**src/rtl/pll_cfg_pkg.sv**
```systemverilog
// pll_cfg_pkg: shared constants and types for the PLL reconfiguration sequencer.
// Optional readback checking is selected by PLL_CFG_READBACK_EN in pll_cfg_sequencer.
package pll_cfg_pkg;

    // Reconfig core register map
    localparam logic [5:0] REG_MODE   = 6'h00;
    localparam logic [5:0] REG_STATUS = 6'h01;
    localparam logic [5:0] REG_START  = 6'h02;
    localparam logic [5:0] REG_N      = 6'h03;
    localparam logic [5:0] REG_M      = 6'h04;
    localparam logic [5:0] REG_C      = 6'h05;

    // Data written to MODE (waitrequest mode) and START
    localparam logic [31:0] MODE_WAITREQ = 32'h0000_0000;
    localparam logic [31:0] START_GO     = 32'h0000_0001;

    // Error codes reported on err_code
    localparam logic [1:0] ERR_NONE = 2'd0;
    localparam logic [1:0] ERR_WRQ  = 2'd1;
    localparam logic [1:0] ERR_LOCK = 2'd2;
    localparam logic [1:0] ERR_RDBK = 2'd3;

    // One buffered register write
    typedef struct packed {
        logic [5:0]  addr;
        logic [31:0] data;
    } cmd_t;

    localparam int unsigned CMD_W = $bits(cmd_t);

    typedef enum logic [3:0] {
        ST_IDLE,
        ST_LOAD,
        ST_MODE_WR,
        ST_WR,
        ST_RD,
        ST_START_WR,
        ST_WAIT_LOCK,
        ST_DONE,
        ST_ERR
    } state_t;

    function automatic cmd_t make_cmd(input logic [5:0] addr, input logic [31:0] data);
        cmd_t c;
        c.addr = addr;
        c.data = data;
        return c;
    endfunction

endpackage

```
**src/rtl/pll_cfg_fifo.sv**
```systemverilog
// pll_cfg_fifo: DEPTH x WIDTH synchronous show-ahead FIFO with flush.
// Pointers carry one extra wrap bit so full and empty are distinguishable.
module pll_cfg_fifo
    import pll_cfg_pkg::*;
#(
    parameter int unsigned DEPTH = 16,
    parameter int unsigned WIDTH = CMD_W
) (
    input  logic                     clk,
    input  logic                     rst_n,
    input  logic                     i_push,
    input  logic [WIDTH-1:0]         i_din,
    input  logic                     i_pop,
    input  logic                     i_flush,
    output logic [WIDTH-1:0]         o_dout,
    output logic                     o_full,
    output logic                     o_empty,
    output logic [$clog2(DEPTH):0]   o_count
);

    localparam int unsigned AW = $clog2(DEPTH);
    localparam logic [AW:0] PTR_ONE = (AW+1)'(1);

    logic [WIDTH-1:0] r_mem [DEPTH];
    logic [AW:0]      r_wptr;
    logic [AW:0]      r_rptr;
    logic             w_do_push;
    logic             w_do_pop;

    assign o_full    = (r_wptr[AW] != r_rptr[AW]) && (r_wptr[AW-1:0] == r_rptr[AW-1:0]);
    assign o_empty   = (r_wptr == r_rptr);
    assign o_count   = r_wptr - r_rptr;
    assign o_dout    = r_mem[r_rptr[AW-1:0]];
    assign w_do_push = i_push && !o_full;
    assign w_do_pop  = i_pop && !o_empty;

    // Storage array: written on accepted push, no reset needed
    always_ff @(posedge clk) begin
        if (w_do_push) begin
            r_mem[r_wptr[AW-1:0]] <= i_din;
        end
    end

    // Read/write pointers, cleared by reset or flush
    always_ff @(posedge clk or negedge rst_n) begin
        if (!rst_n) begin
            r_wptr <= '0;
            r_rptr <= '0;
        end else if (i_flush) begin
            r_wptr <= '0;
            r_rptr <= '0;
        end else begin
            if (w_do_push) begin
                r_wptr <= r_wptr + PTR_ONE;
            end
            if (w_do_pop) begin
                r_rptr <= r_rptr + PTR_ONE;
            end
        end
    end

endmodule

```
**src/rtl/pll_cfg_sequencer.sv**
```systemverilog
// pll_cfg_sequencer: buffers a burst of PLL reconfig register writes, replays
// them on an Avalon-MM master (MODE, user words, START), then waits for a
// stable PLL lock. A word presented with cmd_last=1 only terminates the burst;
// its address/data are not written.
// Optional feature macro: PLL_CFG_READBACK_EN (read back and compare each user write).
module pll_cfg_sequencer
    import pll_cfg_pkg::*;
#(
    parameter int unsigned DEPTH        = 16,
    parameter int unsigned WRQ_TIMEOUT  = 1024,
    parameter int unsigned LOCK_TIMEOUT = 1048576,
    parameter int unsigned LOCK_STABLE  = 256
) (
    input  logic        clk,
    input  logic        rst_n,
    input  logic        cmd_valid,
    output logic        cmd_ready,
    input  logic [5:0]  cmd_addr,
    input  logic [31:0] cmd_data,
    input  logic        cmd_last,
    output logic [5:0]  mgmt_address,
    output logic        mgmt_write,
    output logic [31:0] mgmt_writedata,
    output logic        mgmt_read,
    input  logic [31:0] mgmt_readdata,
    input  logic        mgmt_waitrequest,
    input  logic        pll_locked,
    output logic        busy,
    output logic        done,
    output logic        error,
    output logic [1:0]  err_code
);

    localparam int unsigned AW    = $clog2(DEPTH);
    localparam int unsigned WRQ_W = $clog2(WRQ_TIMEOUT + 1);
    localparam int unsigned LTO_W = $clog2(LOCK_TIMEOUT + 1);
    localparam int unsigned LST_W = $clog2(LOCK_STABLE + 1);

    localparam logic [WRQ_W-1:0] WRQ_LAST   = WRQ_W'(WRQ_TIMEOUT - 1);
    localparam logic [WRQ_W-1:0] WRQ_ONE    = WRQ_W'(1);
    localparam logic [LTO_W-1:0] LTO_LAST   = LTO_W'(LOCK_TIMEOUT - 1);
    localparam logic [LTO_W-1:0] LTO_ONE    = LTO_W'(1);
    localparam logic [LST_W-1:0] LST_LAST   = LST_W'(LOCK_STABLE - 1);
    localparam logic [LST_W-1:0] LST_ONE    = LST_W'(1);
    localparam logic [AW:0]      COUNT_ONE  = (AW+1)'(1);

    state_t            r_state;
    state_t            w_next;

    logic              r_lock_meta;
    logic              r_lock_sync;
    logic [WRQ_W-1:0]  r_wrq_cnt;
    logic [LTO_W-1:0]  r_lock_to;
    logic [LST_W-1:0]  r_stable;
    logic              r_error;
    logic [1:0]        r_err_code;

    logic              w_accept;
    logic              w_push;
    logic              w_pop;
    logic              w_flush;
    logic              w_fifo_full;
    logic              w_fifo_empty;
    logic [AW:0]       w_fifo_count;
    logic [CMD_W-1:0]  w_fifo_dout;
    cmd_t              w_head;
    logic              w_last_entry;
    logic              w_wrq_expire;
    logic              w_enter_err;
    logic [1:0]        w_err_code;

`ifndef PLL_CFG_READBACK_EN
    logic              w_unused_rdata;
    assign w_unused_rdata = ^mgmt_readdata;
`endif

    assign w_accept     = cmd_valid && cmd_ready;
    assign w_push       = w_accept && !cmd_last;
    assign w_flush      = (r_state == ST_ERR);
    assign w_head       = cmd_t'(w_fifo_dout);
    assign w_last_entry = (w_fifo_count == COUNT_ONE);
    assign w_wrq_expire = mgmt_waitrequest && (r_wrq_cnt == WRQ_LAST);
    assign w_enter_err  = (w_next == ST_ERR) && (r_state != ST_ERR);

    assign cmd_ready = ((r_state == ST_IDLE) || (r_state == ST_LOAD)) && !w_fifo_full;
    assign busy      = (r_state != ST_IDLE) && (r_state != ST_DONE) && (r_state != ST_ERR);
    assign done      = (r_state == ST_DONE);
    assign error     = r_error;
    assign err_code  = r_err_code;

    pll_cfg_fifo #(
        .DEPTH (DEPTH),
        .WIDTH (CMD_W)
    ) u_fifo (
        .clk     (clk),
        .rst_n   (rst_n),
        .i_push  (w_push),
        .i_din   (make_cmd(cmd_addr, cmd_data)),
        .i_pop   (w_pop),
        .i_flush (w_flush),
        .o_dout  (w_fifo_dout),
        .o_full  (w_fifo_full),
        .o_empty (w_fifo_empty),
        .o_count (w_fifo_count)
    );

    // State register
    always_ff @(posedge clk or negedge rst_n) begin
        if (!rst_n) begin
            r_state <= ST_IDLE;
        end else begin
            r_state <= w_next;
        end
    end

    // Next-state and Avalon master outputs; bus signals derive from state so reset drops them at once
    always_comb begin
        w_next         = r_state;
        mgmt_write     = 1'b0;
        mgmt_read      = 1'b0;
        mgmt_address   = '0;
        mgmt_writedata = '0;
        w_pop          = 1'b0;
        w_err_code     = ERR_NONE;
        unique case (r_state)
            ST_IDLE: begin
                if (w_accept) begin
                    w_next = cmd_last ? ST_MODE_WR : ST_LOAD;
                end
            end
            ST_LOAD: begin
                if (w_accept && cmd_last) begin
                    w_next = ST_MODE_WR;
                end
            end
            ST_MODE_WR: begin
                mgmt_write     = 1'b1;
                mgmt_address   = REG_MODE;
                mgmt_writedata = MODE_WAITREQ;
                if (!mgmt_waitrequest) begin
                    w_next = w_fifo_empty ? ST_START_WR : ST_WR;
                end else if (w_wrq_expire) begin
                    w_next     = ST_ERR;
                    w_err_code = ERR_WRQ;
                end
            end
            ST_WR: begin
                mgmt_write     = 1'b1;
                mgmt_address   = w_head.addr;
                mgmt_writedata = w_head.data;
                if (!mgmt_waitrequest) begin
`ifdef PLL_CFG_READBACK_EN
                    // entry stays at the FIFO head until its readback compares
                    w_next = ST_RD;
`else
                    w_pop  = 1'b1;
                    w_next = w_last_entry ? ST_START_WR : ST_WR;
`endif
                end else if (w_wrq_expire) begin
                    w_next     = ST_ERR;
                    w_err_code = ERR_WRQ;
                end
            end
`ifdef PLL_CFG_READBACK_EN
            ST_RD: begin
                mgmt_read    = 1'b1;
                mgmt_address = w_head.addr;
                if (!mgmt_waitrequest) begin
                    if (mgmt_readdata == w_head.data) begin
                        w_pop  = 1'b1;
                        w_next = w_last_entry ? ST_START_WR : ST_WR;
                    end else begin
                        w_next     = ST_ERR;
                        w_err_code = ERR_RDBK;
                    end
                end else if (w_wrq_expire) begin
                    w_next     = ST_ERR;
                    w_err_code = ERR_WRQ;
                end
            end
`endif
            ST_START_WR: begin
                mgmt_write     = 1'b1;
                mgmt_address   = REG_START;
                mgmt_writedata = START_GO;
                if (!mgmt_waitrequest) begin
                    w_next = ST_WAIT_LOCK;
                end else if (w_wrq_expire) begin
                    w_next     = ST_ERR;
                    w_err_code = ERR_WRQ;
                end
            end
            ST_WAIT_LOCK: begin
                if (r_lock_sync && (r_stable == LST_LAST)) begin
                    w_next = ST_DONE;
                end else if (r_lock_to == LTO_LAST) begin
                    w_next     = ST_ERR;
                    w_err_code = ERR_LOCK;
                end
            end
            ST_DONE: begin
                w_next = ST_IDLE;
            end
            ST_ERR: begin
                w_next = ST_IDLE;
            end
            default: begin
                w_next = ST_IDLE;
            end
        endcase
    end

    // Per-transfer stall counter: runs only while the same transfer is stalled
    always_ff @(posedge clk or negedge rst_n) begin
        if (!rst_n) begin
            r_wrq_cnt <= '0;
        end else if ((mgmt_write || mgmt_read) && mgmt_waitrequest && (w_next == r_state)) begin
            r_wrq_cnt <= r_wrq_cnt + WRQ_ONE;
        end else begin
            r_wrq_cnt <= '0;
        end
    end

    // Two-flop synchronizer for the asynchronous PLL lock
    always_ff @(posedge clk or negedge rst_n) begin
        if (!rst_n) begin
            r_lock_meta <= 1'b0;
            r_lock_sync <= 1'b0;
        end else begin
            r_lock_meta <= pll_locked;
            r_lock_sync <= r_lock_meta;
        end
    end

    // Lock stability and lock timeout counters, active only in WAIT_LOCK
    always_ff @(posedge clk or negedge rst_n) begin
        if (!rst_n) begin
            r_lock_to <= '0;
            r_stable  <= '0;
        end else if (r_state != ST_WAIT_LOCK) begin
            r_lock_to <= '0;
            r_stable  <= '0;
        end else begin
            r_lock_to <= r_lock_to + LTO_ONE;
            r_stable  <= r_lock_sync ? (r_stable + LST_ONE) : '0;
        end
    end

    // Sticky error status: set on entry to ERR, cleared by the next accepted word
    always_ff @(posedge clk or negedge rst_n) begin
        if (!rst_n) begin
            r_error    <= 1'b0;
            r_err_code <= ERR_NONE;
        end else if (w_enter_err) begin
            r_error    <= 1'b1;
            r_err_code <= w_err_code;
        end else if (w_accept) begin
            r_error    <= 1'b0;
            r_err_code <= ERR_NONE;
        end
    end

endmodule

```
**config.mk**
```make
export PLATFORM = sky130hd
export DESIGN_NAME = pll_cfg_sequencer
export DESIGN_NICKNAME = d
export VERILOG_FILES = /design/src/rtl/pll_cfg_pkg.sv /design/src/rtl/pll_cfg_fifo.sv /design/src/rtl/pll_cfg_sequencer.sv
export SDC_FILE = /design/constraint.sdc
export NUM_CORES = 1
export LEC_CHECK = 0
export ABC_AREA = 1
export CAP_MARGIN = 20
export CELL_PAD_IN_SITES_DETAIL_PLACEMENT = 1
export CELL_PAD_IN_SITES_GLOBAL_PLACEMENT = 2
export CORE_ASPECT_RATIO = 0.6
export CORE_MARGIN = 2
export CORE_UTILIZATION = 45
export DETAILED_ROUTE_END_ITERATION = 10
export PLACE_DENSITY = 0.82
export SYNTH_ARGS = -nofsm -noshare
export SYNTH_HDL_FRONTEND = slang
export SYNTH_SLANG_ARGS = --single-unit
```
**constraint.sdc**
```tcl
create_clock -name clk -period 5.7 [get_ports clk]
set_input_delay 0.57 -clock clk [delete_from_list [all_inputs] [get_ports clk]]
set_output_delay 0.57 -clock clk [all_outputs]
set_load 0.01 [all_outputs]
```
==> impl_metrics.csv <==
group,metric,value,unit
timing,slew_viol_final,0,
timing,finalHoldViolations,0,
layout,area_delta_synth_final,13.13,%
timing,period_share,82.10,%
cts,post_cts_buffers,0,
cts,root_buffer,"clkbuf_16",
timing,hold_ws,0.09311,ns
yosys,synth_edf_count,608,
yosys,synth_ff_type,"edfxtp_1",
layout,final_area,0.03090,mm^2
detailed_routing,routed_wl,74460,um
floorplan,rows,69,
floorplan,die_x,322.1,um
timing,skew,0.01762,ns
global_route,grt_pass1_vias,18600,
cts,cts_resized,0,
timing,finalSetupTns,0,ns
worst_setup_path,cp-end-kind,"primary output",
worst_setup_path,critical_path_required,5.13,ns
cts,hold_buffers,0,
detailed_routing,first_pass_iters,5,
yosys,netlist_area,0.02731,mm^2
cts,cts_made_buffers,60,
detailed_routing,wl_per_cell,23.75,um
timing,max_slew_margin,27.68,%
placement,io_buffers,88,
detailed_routing,highest_layer,"met5",
yosys,ys.warnings.count,0,
timing,fin_crit,4.680,ns
yosys,syn_nets,2331,
detailed_routing,drc,0,
global_route,antenna_found_initial,5,
timing,setup_viol,0,
floorplan,num_io_pins,122,
yosys,synthArstFlopShare,8.982,%
placement,finalWeightedCongestion,0.7587,
detailed_routing,drt_first_iter_violations,1448,
floorplan,coreArea,0.05957,mm^2
global_route,grt_max_degree,165,
floorplan,die_h,194.8,um
placement,placed_area,0.02897,mm^2
yosys,syn_area_per_cell,12.19,um^2
detailed_routing,wl_met2,33920,um
timing,rsz0062_at_grt,"false",
cts,insertion_delay,0.64,ns
placement,hpwlAfterDp,40750,um
detailed_routing,detail-route-antenna-nets,0,
cts,clkSinkCount,668,
global_route,grt_pass1_wl,113500,um
yosys,synth_cell_types,43,
detailed_routing,avgViaCountPerCell,5.688,
worst_setup_path,startpoint,"u_fifo.r_rptr[1]",
cts,clkTransAtPathRegs,0.06,ns
layout,final_cell_mix,"edfxtp_1, nor2_1, o21ai_0, nand2_1, clkdlybuf4s50_1",
detailed_routing,wl_met1,34910,um
run_status,status,"finished clean",
yosys,synth_cells,2241,
cts,cts_tree,"done",
layout,finalNetCount,2396,
worst_setup_path,timing.rr.start,"u_fifo.r_rptr[2]",
power,p_total,13960,uW
timing,max_freq,213.7,MHz
power,cellPowerDensity,451.8,mW/mm^2
worst_setup_path,startpoint_type,"register",
power,peakVddDrop,0.0002582,V
detailed_routing,wl_met3,3992,um
detailed_routing,vias,17830,
worst_setup_path,cp_max_fo,52,
power,p_leak,0.01040,uW
global_route,grt_overflow,0,
worst_setup_path,crit_type,"register to primary output",
timing,tightest_slew,1.082,ns
worst_setup_path,crit_arrival,4.11,ns
floorplan,dieArea,0.06275,mm^2
run,cap_viol_max_count,0,
layout,drive_gt1_share,7.483,%
floorplan,start_util,45.85,%
cts,clock_path_buffers,3,
cts,cts_htree_levels,2,
yosys,ys_seq_area_share,72.34,%
global_route,grt_usage,23.85,%
layout,layout_commonest_cell,"edfxtp_1",
yosys,ys_ff_latch,668,
worst_hold_path,hp-class,"primary input to async pin",
-- cell usage after synthesis, types with 2 or more instances --
master,number,area (um^2)
buf_2,30,150.1
o31ai_1,2,15.01
o22ai_1,72,450.4
nor3b_1,3,22.52
dfrtp_1,60,1501
inv_1,88,330.3
nand3_1,74,370.4
clkinv_1,2,7.510
o211ai_1,76,570.6
buf_1,6,22.52
buf_8,2,30.03
clkbuf_1,66,247.7
buf_4,11,82.58
edfxtp_1,608,18260
o21ai_1,28,140.1
a21boi_1,2,15.01
xor2_1,13,113.9
nor2_2,13,81.33
nand4_1,8,50.05
a21oi_1,61,305.3
nor2_4,2,22.52
inv_2,3,11.26
nand3b_1,3,22.52
xnor2_1,5,43.79
nand2_2,2,12.51
nand2_1,204,765.7
buf_6,11,123.9
o21ai_0,303,1516
a21boi_0,2,15.01
nor2_1,445,1670
nor3_1,12,60.06
ha_1,13,162.7
-- cell families (layout without fill, tap and decap cells) --
logic type      count (synthesis)  after routing  share of synthesized area (%)
xor+xnor                       18             18                         0.5772
compound gates                547            547                          11.12
buf+inv                       222            333                          3.816
flops                         668            668                          72.34
fa+ha+maj                      14             14                         0.6689
simple gates                  771            771                          11.46
other cells                     1              3                        0.01373
-- critical path, stage by stage (launching register included) --
cell	delay [ns]
dfrtp_4	0.58
inv_2	0.41
buf_4	0.70
o21ai_0	0.23
o22ai_1	0.16
nand2_1	0.07
nand2_1	0.10
inv_1	0.04
a21oi_1	0.50
clkdlybuf4s50_1	0.66
-- final cells by class --
class | instances | area, um^2
fillers | 6076 | 28670
flip-flops and latches | 668 | 19770
multi-input cells | 1351 | 6639
clock buffers | 74 | 1575
repair buffers | 131 | 1224
well taps | 781 | 977.2
inverters | 94 | 360.3
clock inverters | 34 | 350.3
diodes | 2 | 5.005
-- flip-flops by register name, indices dropped and copies added (netlist names) --
register	cells
err_code	2
error	1
r_lock_meta	1
r_lock_sync	1
r_lock_to	21
r_stable	9
r_state	4
r_wrq_cnt	11
u_fifo.r_mem	608
u_fifo.r_rptr	5
u_fifo.r_wptr	5
-- layer usage --
layer  up-vias  GRT usage, %
met1      9120         34.73
met2       437         37.55
met4         4         5.902
met5         -             0
li1       8156             -
met3       116         3.866
-- report_power, final --
part | internal, uW | switching [uW]
combinational | 1240 | 2900
clock | 2270 | 1810
sequential | 5540 | 193
-- per-stage QoR --
step           std cells  util [%]  setup slack (ns)
2_1_floorplan       2241         -             1.860
3_3_place_gp        3025     48.63             1.774
3_5_place_dp        3025     48.63             1.723
4_1_cts             3133     51.86            0.9750
5_1_grt             3133     51.86            0.8255
6_report            3135     51.87             1.020
-- worst paths after layout --
check,endpoint,slack [ns],cells past startpoint
setup / recovery,mgmt_writedata[7],1.02,9
hold / removal,r_stable[7],0.09,2
setup reg to reg,u_fifo.r_mem[5][36],1.76,10
hold reg to reg,r_lock_sync,0.35,0
max in group asynchronous,u_fifo.r_rptr[0],4.96,2
min in group clk,r_lock_sync,0.35,0
Power figures use the tool's default switching activity.
